`src/rtl/alarm_seq_pkg.sv`:
```
// Shared types and helpers for the alarm sequencer: FSM state encoding and
// the width of the seconds counter.
package alarm_seq_pkg;

  localparam int STATE_W = 2;

  typedef enum logic [STATE_W-1:0] {
    IDLE    = 2'd0,
    RINGING = 2'd1,
    SNOOZE  = 2'd2,
    LOCKOUT = 2'd3
  } alarm_state_t;

  // Wide enough to count 0..max(ring_sec, snooze_sec)-1 without wrapping.
  function automatic int sec_cnt_width(input int ring_sec, input int snooze_sec);
    int m;
    m = (ring_sec > snooze_sec) ? ring_sec : snooze_sec;
    return (m < 2) ? 1 : $clog2(m);
  endfunction

endpackage

```
`src/rtl/alarm_half_div.sv`:
```
// Half-period divider: div_cnt runs 0..HALF_MS-1 while enabled and toggles
// phase on every wrap. A synchronous clear restarts it at div_cnt=0, phase=1.
module alarm_half_div #(
  parameter int HALF_MS = 500
) (
  input  logic clk,
  input  logic reset,
  input  logic clr,
  input  logic en,
  output logic phase_next
);

  localparam int DIV_W = (HALF_MS > 1) ? $clog2(HALF_MS) : 1;
  localparam logic [DIV_W-1:0] DIV_LAST = DIV_W'(HALF_MS - 1);

  logic [DIV_W-1:0] div_cnt_q, div_cnt_d;
  logic             phase_q, phase_d;

  // Next divider count and phase; clear has priority over counting.
  always_comb begin
    div_cnt_d = div_cnt_q;
    phase_d   = phase_q;
    if (clr) begin
      div_cnt_d = {DIV_W{1'b0}};
      phase_d   = 1'b1;
    end else if (en) begin
      if (div_cnt_q == DIV_LAST) begin
        div_cnt_d = {DIV_W{1'b0}};
        phase_d   = ~phase_q;
      end else begin
        div_cnt_d = div_cnt_q + DIV_W'(1);
      end
    end else begin
      div_cnt_d = div_cnt_q;
    end
  end

  // Divider registers.
  always_ff @(posedge clk or negedge reset) begin
    if (!reset) begin
      div_cnt_q <= {DIV_W{1'b0}};
      phase_q   <= 1'b1;
    end else begin
      div_cnt_q <= div_cnt_d;
      phase_q   <= phase_d;
    end
  end

  // Next-cycle phase lets the parent register its outputs in step with state.
  assign phase_next = phase_d;

endmodule

```
`src/rtl/alarm_sequencer.sv`:
```
// Alarm control FSM: ring, snooze, stop, timeout and re-trigger lockout.
// Define ALARM_PATTERN_EN to gate ring with the half-period beep pattern.
module alarm_sequencer
  import alarm_seq_pkg::*;
#(
  parameter int CLK_HZ     = 1000,
  parameter int RING_SEC   = 60,
  parameter int SNOOZE_SEC = 300,
  parameter int MAX_SNOOZE = 3,
  parameter int HALF_MS    = 500
) (
  input  logic               clk,
  input  logic               reset,
  input  logic               tick_1s,
  input  logic               alarm_en,
  input  logic               time_match,
  input  logic               stop_req,
  input  logic               snooze_req,
  output logic               ring,
  output logic               led_alarm,
  output logic [1:0]         snooze_cnt,
  output logic [STATE_W-1:0] state
);

  localparam int               SEC_W       = sec_cnt_width(RING_SEC, SNOOZE_SEC);
  localparam logic [SEC_W-1:0] RING_LAST   = SEC_W'(RING_SEC - 1);
  localparam logic [SEC_W-1:0] SNOOZE_LAST = SEC_W'(SNOOZE_SEC - 1);
  localparam logic [1:0]       MAX_SNZ     = 2'(MAX_SNOOZE);
  // A half period longer than one second would make no sense; clamp to CLK_HZ.
  localparam int               HALF_CYC    = (HALF_MS < CLK_HZ) ? HALF_MS : CLK_HZ;

  alarm_state_t     state_q, state_d;
  logic [SEC_W-1:0] sec_cnt_q, sec_cnt_d;
  logic [1:0]       snooze_cnt_q, snooze_cnt_d;
  logic             ring_q, ring_d;
  logic             led_q, led_d;
  logic             div_clr, div_en, phase_next;

  // State and counter registers.
  always_ff @(posedge clk or negedge reset) begin
    if (!reset) begin
      state_q      <= IDLE;
      sec_cnt_q    <= {SEC_W{1'b0}};
      snooze_cnt_q <= 2'd0;
      ring_q       <= 1'b0;
      led_q        <= 1'b0;
    end else begin
      state_q      <= state_d;
      sec_cnt_q    <= sec_cnt_d;
      snooze_cnt_q <= snooze_cnt_d;
      ring_q       <= ring_d;
      led_q        <= led_d;
    end
  end

  // Next state; disarming overrides everything, requests beat the timeout tick.
  always_comb begin
    state_d      = state_q;
    sec_cnt_d    = sec_cnt_q;
    snooze_cnt_d = snooze_cnt_q;
    if (!alarm_en) begin
      state_d      = IDLE;
      sec_cnt_d    = {SEC_W{1'b0}};
      snooze_cnt_d = 2'd0;
    end else begin
      case (state_q)
        IDLE: begin
          if (time_match) begin
            state_d   = RINGING;
            sec_cnt_d = {SEC_W{1'b0}};
          end else begin
            state_d = IDLE;
          end
        end
        RINGING: begin
          if (stop_req) begin
            state_d      = LOCKOUT;
            sec_cnt_d    = {SEC_W{1'b0}};
            snooze_cnt_d = 2'd0;
          end else if (snooze_req && (snooze_cnt_q < MAX_SNZ)) begin
            state_d      = SNOOZE;
            sec_cnt_d    = {SEC_W{1'b0}};
            snooze_cnt_d = snooze_cnt_q + 2'd1;
          end else if (tick_1s) begin
            if (sec_cnt_q == RING_LAST) begin
              state_d      = LOCKOUT;
              sec_cnt_d    = {SEC_W{1'b0}};
              snooze_cnt_d = 2'd0;
            end else begin
              sec_cnt_d = sec_cnt_q + SEC_W'(1);
            end
          end else begin
            state_d = RINGING;
          end
        end
        SNOOZE: begin
          if (stop_req) begin
            state_d      = LOCKOUT;
            sec_cnt_d    = {SEC_W{1'b0}};
            snooze_cnt_d = 2'd0;
          end else if (tick_1s) begin
            if (sec_cnt_q == SNOOZE_LAST) begin
              state_d   = RINGING;
              sec_cnt_d = {SEC_W{1'b0}};
            end else begin
              sec_cnt_d = sec_cnt_q + SEC_W'(1);
            end
          end else begin
            state_d = SNOOZE;
          end
        end
        LOCKOUT: begin
          if (!time_match) begin
            state_d   = IDLE;
            sec_cnt_d = {SEC_W{1'b0}};
          end else begin
            state_d = LOCKOUT;
          end
        end
        default: begin
          state_d      = IDLE;
          sec_cnt_d    = {SEC_W{1'b0}};
          snooze_cnt_d = 2'd0;
        end
      endcase
    end
  end

  // Divider restarts on entry to RINGING/SNOOZE and only runs inside them.
  always_comb begin
    div_clr = (state_d != state_q) && ((state_d == RINGING) || (state_d == SNOOZE));
    div_en  = (state_q == RINGING) || (state_q == SNOOZE);
  end

  alarm_half_div #(
    .HALF_MS (HALF_CYC)
  ) u_half_div (
    .clk        (clk),
    .reset      (reset),
    .clr        (div_clr),
    .en         (div_en),
    .phase_next (phase_next)
  );

  // Output decode from next state, so the output flops track the state flops.
  always_comb begin
`ifdef ALARM_PATTERN_EN
    ring_d = (state_d == RINGING) && phase_next;
`else
    ring_d = (state_d == RINGING);
`endif
    case (state_d)
      RINGING: led_d = 1'b1;
      SNOOZE:  led_d = phase_next;
      default: led_d = alarm_en;
    endcase
  end

  assign ring       = ring_q;
  assign led_alarm  = led_q;
  assign snooze_cnt = snooze_cnt_q;
  assign state      = state_q;

endmodule

```
`config.mk`:
```
export PLATFORM = sky130hd
export DESIGN_NAME = alarm_sequencer
export DESIGN_NICKNAME = d
export VERILOG_FILES = /design/src/rtl/alarm_seq_pkg.sv /design/src/rtl/alarm_half_div.sv /design/src/rtl/alarm_sequencer.sv
export SDC_FILE = /design/constraint.sdc
export NUM_CORES = 1
export LEC_CHECK = 0
export CAP_MARGIN = 25
export CORE_UTILIZATION = 51
export CTS_CLUSTER_SIZE = 25
export DETAILED_ROUTE_END_ITERATION = 12
export GPL_TIMING_DRIVEN = 0
export PLACE_DENSITY = 0.75
export REMOVE_ABC_BUFFERS = 1
export SYNTH_ARGS = -nofsm -noshare
export SYNTH_HDL_FRONTEND = slang
export SYNTH_SLANG_ARGS = --single-unit
```
`constraint.sdc`:
```
create_clock -name clk -period 4.35 [get_ports clk]
set_input_delay 0.435 -clock clk [delete_from_list [all_inputs] [get_ports clk]]
set_output_delay 0.435 -clock clk [all_outputs]
set_load 0.005 [all_outputs]
```
==> impl_metrics.toml, run 1 <==
[outcome]
status = "completed"

[timing]
worst_pin_slew_ps = 821
fin_crit_sh_pct = 62.7
fmax_mhz = 366
worst_slack_ps = 1620
timing_hold_violations_final = 0
setup_viol = 0
rsz0062_at_grt = "false"
slew_headroom_pct = 45.0
period_needed_ps = 2730
hold_ws_ps = 328
clock_skew_ps = 7.19
fin_setup_tns_ps = 0
drv_slew = 0

[setup_path]
worst-path-buf-inv = 0
cpMostUsedCell = "ha_1"
worstPathCellList = "ha_1 -> and4bb_4 -> a21oi_1 -> o31ai_1 -> nor2_1 -> or2_2 -> ha_1 -> a21oi_4 -> nor3_1"
critPathLaunchType = "flip-flop"
max_stage_delay_ps = 430
slowest_stage = "dfrtp_1"
critPathArrivalTime_ps = 2950
crit_required_ps = 4570
crit_type = "reg2reg"
critPathCaptureType = "flip-flop"
critPathMaxFanout = 10
crit_family = "simple AND/OR/NAND/NOR gates"

[logic_synthesis]
syn_area_per_cell_sq_um = 8.82
ys_top_cells_by_area = "dfrtp_1, ha_1, o21ai_0"
synth_top_area_cell = "dfrtp_1"
synth_top_cell_area_share_pct = 37.2
synth_enable_flop_cells = 0
synth-seq-cells = 25
synth.distinct_cells = 45
async_flop_share_pct = 100
synth_cells = 183
yosys_warnings = 0
syn-cell-area_sq_um = 1610
ys.flop_type = "dfrtp_1"
ys_seq_area_share_pct = 38.8

[clocking]
cts_root_buf = "clkbuf_4"
ctsHoldBuffers = 0
max-clock-path-buffers = 2
cts_resized = 0
post_cts.repair.setup_buffers = 0
cts.htree.levels = 1
numCtsBuffers = 3
path_clk_slew_ps = 150
cts.sinks = 25
clk_latency_ps = 330
cts_tree = "yes"

[layout]
multi_input_area_sq_um = 933
final-seq-area_sq_um = 627
fin_area_sq_um = 1830
nNetsFinal = 215
syn2layout_area_growth_pct = 13.6
drive_above_1_share_pct = 7.11
insertedDiodeCount = 0
fill_cells = 266

[floorplanning]
dieArea_sq_um = 3390
die-width_um = 58.3
ios = 13
die_h_um = 58.3
num_rows = 20
core-area_sq_um = 3030
start_util_pct = 53.3

[place]
place_hpwl_mm = 2.51
place.gp.congestion = 0.904
post-place-ws_ps = 1590
detailed_place.area_sq_um = 1800
io_buffers = 12

[grt]
grt_pass1_wl_mm = 6.10
gr-usage-met1_pct = 30.7
met3_usage_pct = 2.68
overflow = 0
antenna_found_initial = 0
busiest_layer = "met2"
grtUsageTotal_pct = 23.2
grt_pass1_vias = 1431
grt.met2_usage_pct = 37.8
grt_max_degree = 22

[power]
p_leak_nw = 0.753
ir_worst_vdd_v = 0.000151
cellPowerDensity_nw_per_um2 = 276

[routing]
ant_nets = 0
drc = 0
dr.first_iter.drc_count = 74
vias = 1384
routedWlPerCell_um = 13.9
first_pass_iters = 4
vias_per_cell = 5.74
totalWireLength_mm = 3.35

[min_path]
hold_class = "in2async"

[flow_run]
drv_cap = 0
-- cells in the mapped netlist (2+ instances only) --
master	number
and3_1	2
ha_1	10
inv_1	11
clkbuf_1	2
o21ai_0	20
a41oi_1	2
nand2b_1	5
xnor2_1	4
nand2_1	19
a21oi_1	7
xor2_1	2
mux2i_1	2
o31ai_1	5
nor2_1	18
or2_2	2
nor2b_1	6
nand4_1	4
dfrtp_1	24
a2111o_1	2
nand3_1	11
-- placed cells by master, fill, tap and decap left out, types with 2 or more instances in the layout --
| cell type | netlist | routed |
|---|---|---|
| dfrtp_1 | 24 | 24 |
| o21ai_0 | 20 | 20 |
| nand2_1 | 19 | 19 |
| nor2_1 | 18 | 18 |
| clkdlybuf4s50_1 | 0 | 12 |
| inv_1 | 11 | 11 |
| nand3_1 | 11 | 11 |
| ha_1 | 10 | 10 |
| a21oi_1 | 7 | 7 |
| nor2b_1 | 6 | 6 |
| nand2b_1 | 5 | 5 |
| o31ai_1 | 5 | 5 |
| nand4_1 | 4 | 4 |
| xnor2_1 | 4 | 4 |
| clkbuf_4 | 0 | 3 |
| a2111o_1 | 2 | 2 |
| a41oi_1 | 2 | 2 |
| or2_2 | 2 | 2 |
| mux2i_1 | 2 | 2 |
| and3_1 | 2 | 2 |
| xor2_1 | 2 | 2 |
-- path summary, 6_finish.rpt --
| check | startpoint | to | slack, ps | cells after the start |
|---|---|---|---|---|
| worst min register to register | sec_cnt_q[7] | sec_cnt_q[7] | 520 | 1 |
| min in group clk | sec_cnt_q[7] | sec_cnt_q[7] | 520 | 1 |
| worst max-delay path | sec_cnt_q[0] | u_half_div.div_cnt_q[3] | 1620 | 9 |
| worst min-delay path | reset | snooze_cnt[0] | 330 | 1 |
| max in group asynchronous | reset | u_half_div.phase_q | 3530 | 2 |
| worst max register to register | sec_cnt_q[0] | u_half_div.div_cnt_q[3] | 1620 | 9 |
-- power breakdown --
part           internal (mW)  switching (mW)  total [mW]  leakage [nW]
logic                 0.0561          0.0624       0.118         0.402
clock network         0.0353          0.0762       0.111        0.0139
registers              0.253          0.0238       0.277         0.337
total                  0.345           0.162       0.507         0.753
-- through the flow --
stage / power (mW) / utilization (%) / instances
2_1_floorplan: 0.355 / - / 180
3_3_place_gp: 0.391 / 58.7 / 236
3_5_place_dp: 0.400 / 59.6 / 237
4_1_cts: 0.510 / 60.6 / 241
5_1_grt: 0.537 / 60.6 / 241
6_report: 0.507 / 60.6 / 241
-- registers in the layout (all words and copies together) (netlist names) --
name / cells
led_alarm: 1
ring: 1
sec_cnt_q: 9
snooze_cnt: 2
state: 2
u_half_div.div_cnt_q: 9
u_half_div.phase_q: 1
-- cells by family (layout without fill, tap and decap cells) --
| family | Yosys count | after routing | synth area share [%] |
|---|---|---|---|
| buffers and inverters | 14 | 28 | 3.33 |
| DFF | 25 | 25 | 38.8 |
| AOI/OAI and AO/OA | 49 | 49 | 21.0 |
| and+or+nand+nor | 77 | 77 | 24.6 |
| muxes | 2 | 2 | 1.24 |
| xor gates and xnor gates | 6 | 6 | 3.26 |
| adders and majority gates | 10 | 10 | 7.75 |
-- metal layers --
layer  vias up  routed length (um)
li1        681                   -
met1       658                1510
met2        40                1600
met5         -                   0
met3         5                 181
met4         0                  56
-- layout make-up --
type	instances	area share (%)
well taps	44	3.00
multi-input cells	144	50.9
clock inverters	1	0.409
repair buffers	13	8.05
clock buffers	3	1.23
inverters	11	2.25
flip-flops and latches	25	34.2
No activity file was read; power rests on OpenSTA's default activity.
==> run 2: changes to the inputs <==
- PLACE_DENSITY: 0.75 -> 0.78
- clock period: 4.35 -> 2.3 ns (I/O delays scaled with it)
==> run 2 against run 1 <==
- the run now ends with setup timing left
- final cell count increased by 7.1%
- register-to-register slack got worse by 1700 ps
- non-clock buffer count increased by 16
- critical path type unchanged
==> impl_metrics.toml, run 2 (synthesis results as in run 1) <==
[outcome]
status = "finished, violations left"
violations = "setup timing"

[floorplanning]
die-width_um = 58.3
num_rows = 20
core-area_sq_um = 3030
dieArea_sq_um = 3390
die_h_um = 58.3
ios = 13
start_util_pct = 53.3

[timing]
drv_slew = 0
fmax_mhz = 425
worst_slack_ps = -52.6
clock_skew_ps = 6.82
slew_headroom_pct = 73.0
timing_hold_violations_final = 0
rsz0062_at_grt = "true"
setup_viol = 3
fin_setup_tns_ps = -72.1
fin_crit_sh_pct = 102
period_needed_ps = 2350
worst_pin_slew_ps = 400

[grt]
grtUsageTotal_pct = 25.6
overflow = 0
antenna_found_initial = 0
grt_max_degree = 22
grt_pass1_vias = 1445
grt_pass1_wl_mm = 6.67

[setup_path]
critPathArrivalTime_ps = 2600
critPathCaptureType = "flip-flop"
worstPathCellList = "and4bb_4 -> buf_4 -> a21oi_1 -> o31ai_4 -> nor2_2 -> or2_4 -> ha_4 -> o311a_1"
max_stage_delay_ps = 460
slowest_stage = "dfrtp_1"
crit_type = "reg2reg"
critPathMaxFanout = 6
crit_required_ps = 2540
crit_family = "simple AND/OR/NAND/NOR gates"
critPathLaunchType = "flip-flop"
worst-path-buf-inv = 1

[place]
place_hpwl_mm = 2.48
io_buffers = 12
post-place-ws_ps = -432
place.gp.congestion = 0.853

[min_path]
hold_class = "in2async"

[routing]
totalWireLength_mm = 4.19
ant_nets = 0
first_pass_iters = 5
vias = 1523
vias_per_cell = 5.90
drc = 0
dr.first_iter.drc_count = 96
routedWlPerCell_um = 16.3

[clocking]
clk_latency_ps = 340
cts_root_buf = "clkbuf_4"
max-clock-path-buffers = 2
numCtsBuffers = 3
path_clk_slew_ps = 150
ctsHoldBuffers = 0
cts.htree.levels = 1
cts_tree = "yes"
cts.sinks = 25

[flow_run]
drv_cap = 0

[layout]
insertedDiodeCount = 0
nNetsFinal = 232
final_cell_mix = "dfrtp_1, nand2_1, o21ai_0, buf_4, nor2_1"
top_regs = "sec_cnt_q x9, u_half_div.div_cnt_q x9"
drive_above_1_share_pct = 29.0
syn2layout_area_growth_pct = 35.4
layout_commonest_cell = "dfrtp_1"

[power]
p_total_mw = 1.07
cellPowerDensity_nw_per_um2 = 489
ir_worst_vdd_v = 0.000418
p_leak_nw = 0.838
[run 2: cell count changes in the layout (fill, tap and decap cells not counted), moves of 3 or more]
cell     before  now
a21oi_1       7    3
nor2_2        0    4
ha_4          0    6
inv_2         0    4
or2_4         0    3
nor2_1       18   14
a21oi_2       0    4
buf_4         0   15
ha_1         10    3
inv_1        11    7
[run 2: report_power, final]
group	leakage, nW	internal (mW)	switching, mW
combinational	0.491	0.153	0.170
clock	0.0139	0.0668	0.148
sequential	0.334	0.480	0.0507
[run 2: repair_timing]
action | 4_1_cts | 5_1_grt
pin swaps | 9 | 16
buffers inserted | 14 | 3
resized for setup | 27 | 22
setup endpoints to repair | 20 | 19
cloned | 1 | 0
[run 2: path summary, 6_finish.rpt]
path / start / endpoint / slack, ps / cells past startpoint
worst max-delay path: sec_cnt_q[8] / led_alarm / -50 / 8
worst min-delay path: reset / snooze_cnt[1] / 130 / 1
worst max register to register: sec_cnt_q[8] / led_alarm / -50 / 8
worst min register to register: snooze_cnt[0] / snooze_cnt[0] / 540 / 1
max in group asynchronous: reset / u_half_div.phase_q / 1690 / 2
min in group clk: snooze_cnt[0] / snooze_cnt[0] / 540 / 1
[run 2: area by class of cell]
| cell class | instances | area (sq um) |
|---|---|---|
| inverters | 11 | 41.3 |
| well taps | 44 | 55.1 |
| clock buffers | 3 | 22.5 |
| fillers | 227 | 842 |
| repair buffers | 29 | 272 |
| multi-input cells | 145 | 1160 |
| flip-flops and latches | 25 | 629 |
| clock inverters | 1 | 7.51 |
[run 2: stage by stage]
stage,hold slack [ps],std cells,util (%),area [sq um]
2_1_floorplan,-65.6,180,-,1600
3_3_place_gp,498,236,58.7,1780
3_5_place_dp,518,237,59.6,1800
4_1_cts,149,256,68.3,2070
5_1_grt,136,258,72.2,2190
6_report,129,258,72.2,2190
[run 2: worst register-to-register path, cell delays in order, from the launching register on]
cell and delay, ps:
dfrtp_1 460, and4bb_4 370, buf_4 120, a21oi_1 90, o31ai_4 260, nor2_2 80, or2_4 270, ha_4 250
o311a_1 350
[run 2: layer usage]
metal,part of all wire (%),up-vias,GRT usage [%]
met3,5.7,11,4.02
met1,41,740,32.5
met2,52,52,45.2
met4,1.4,0,6.80
met5,0,-,0
li1,-,720,-
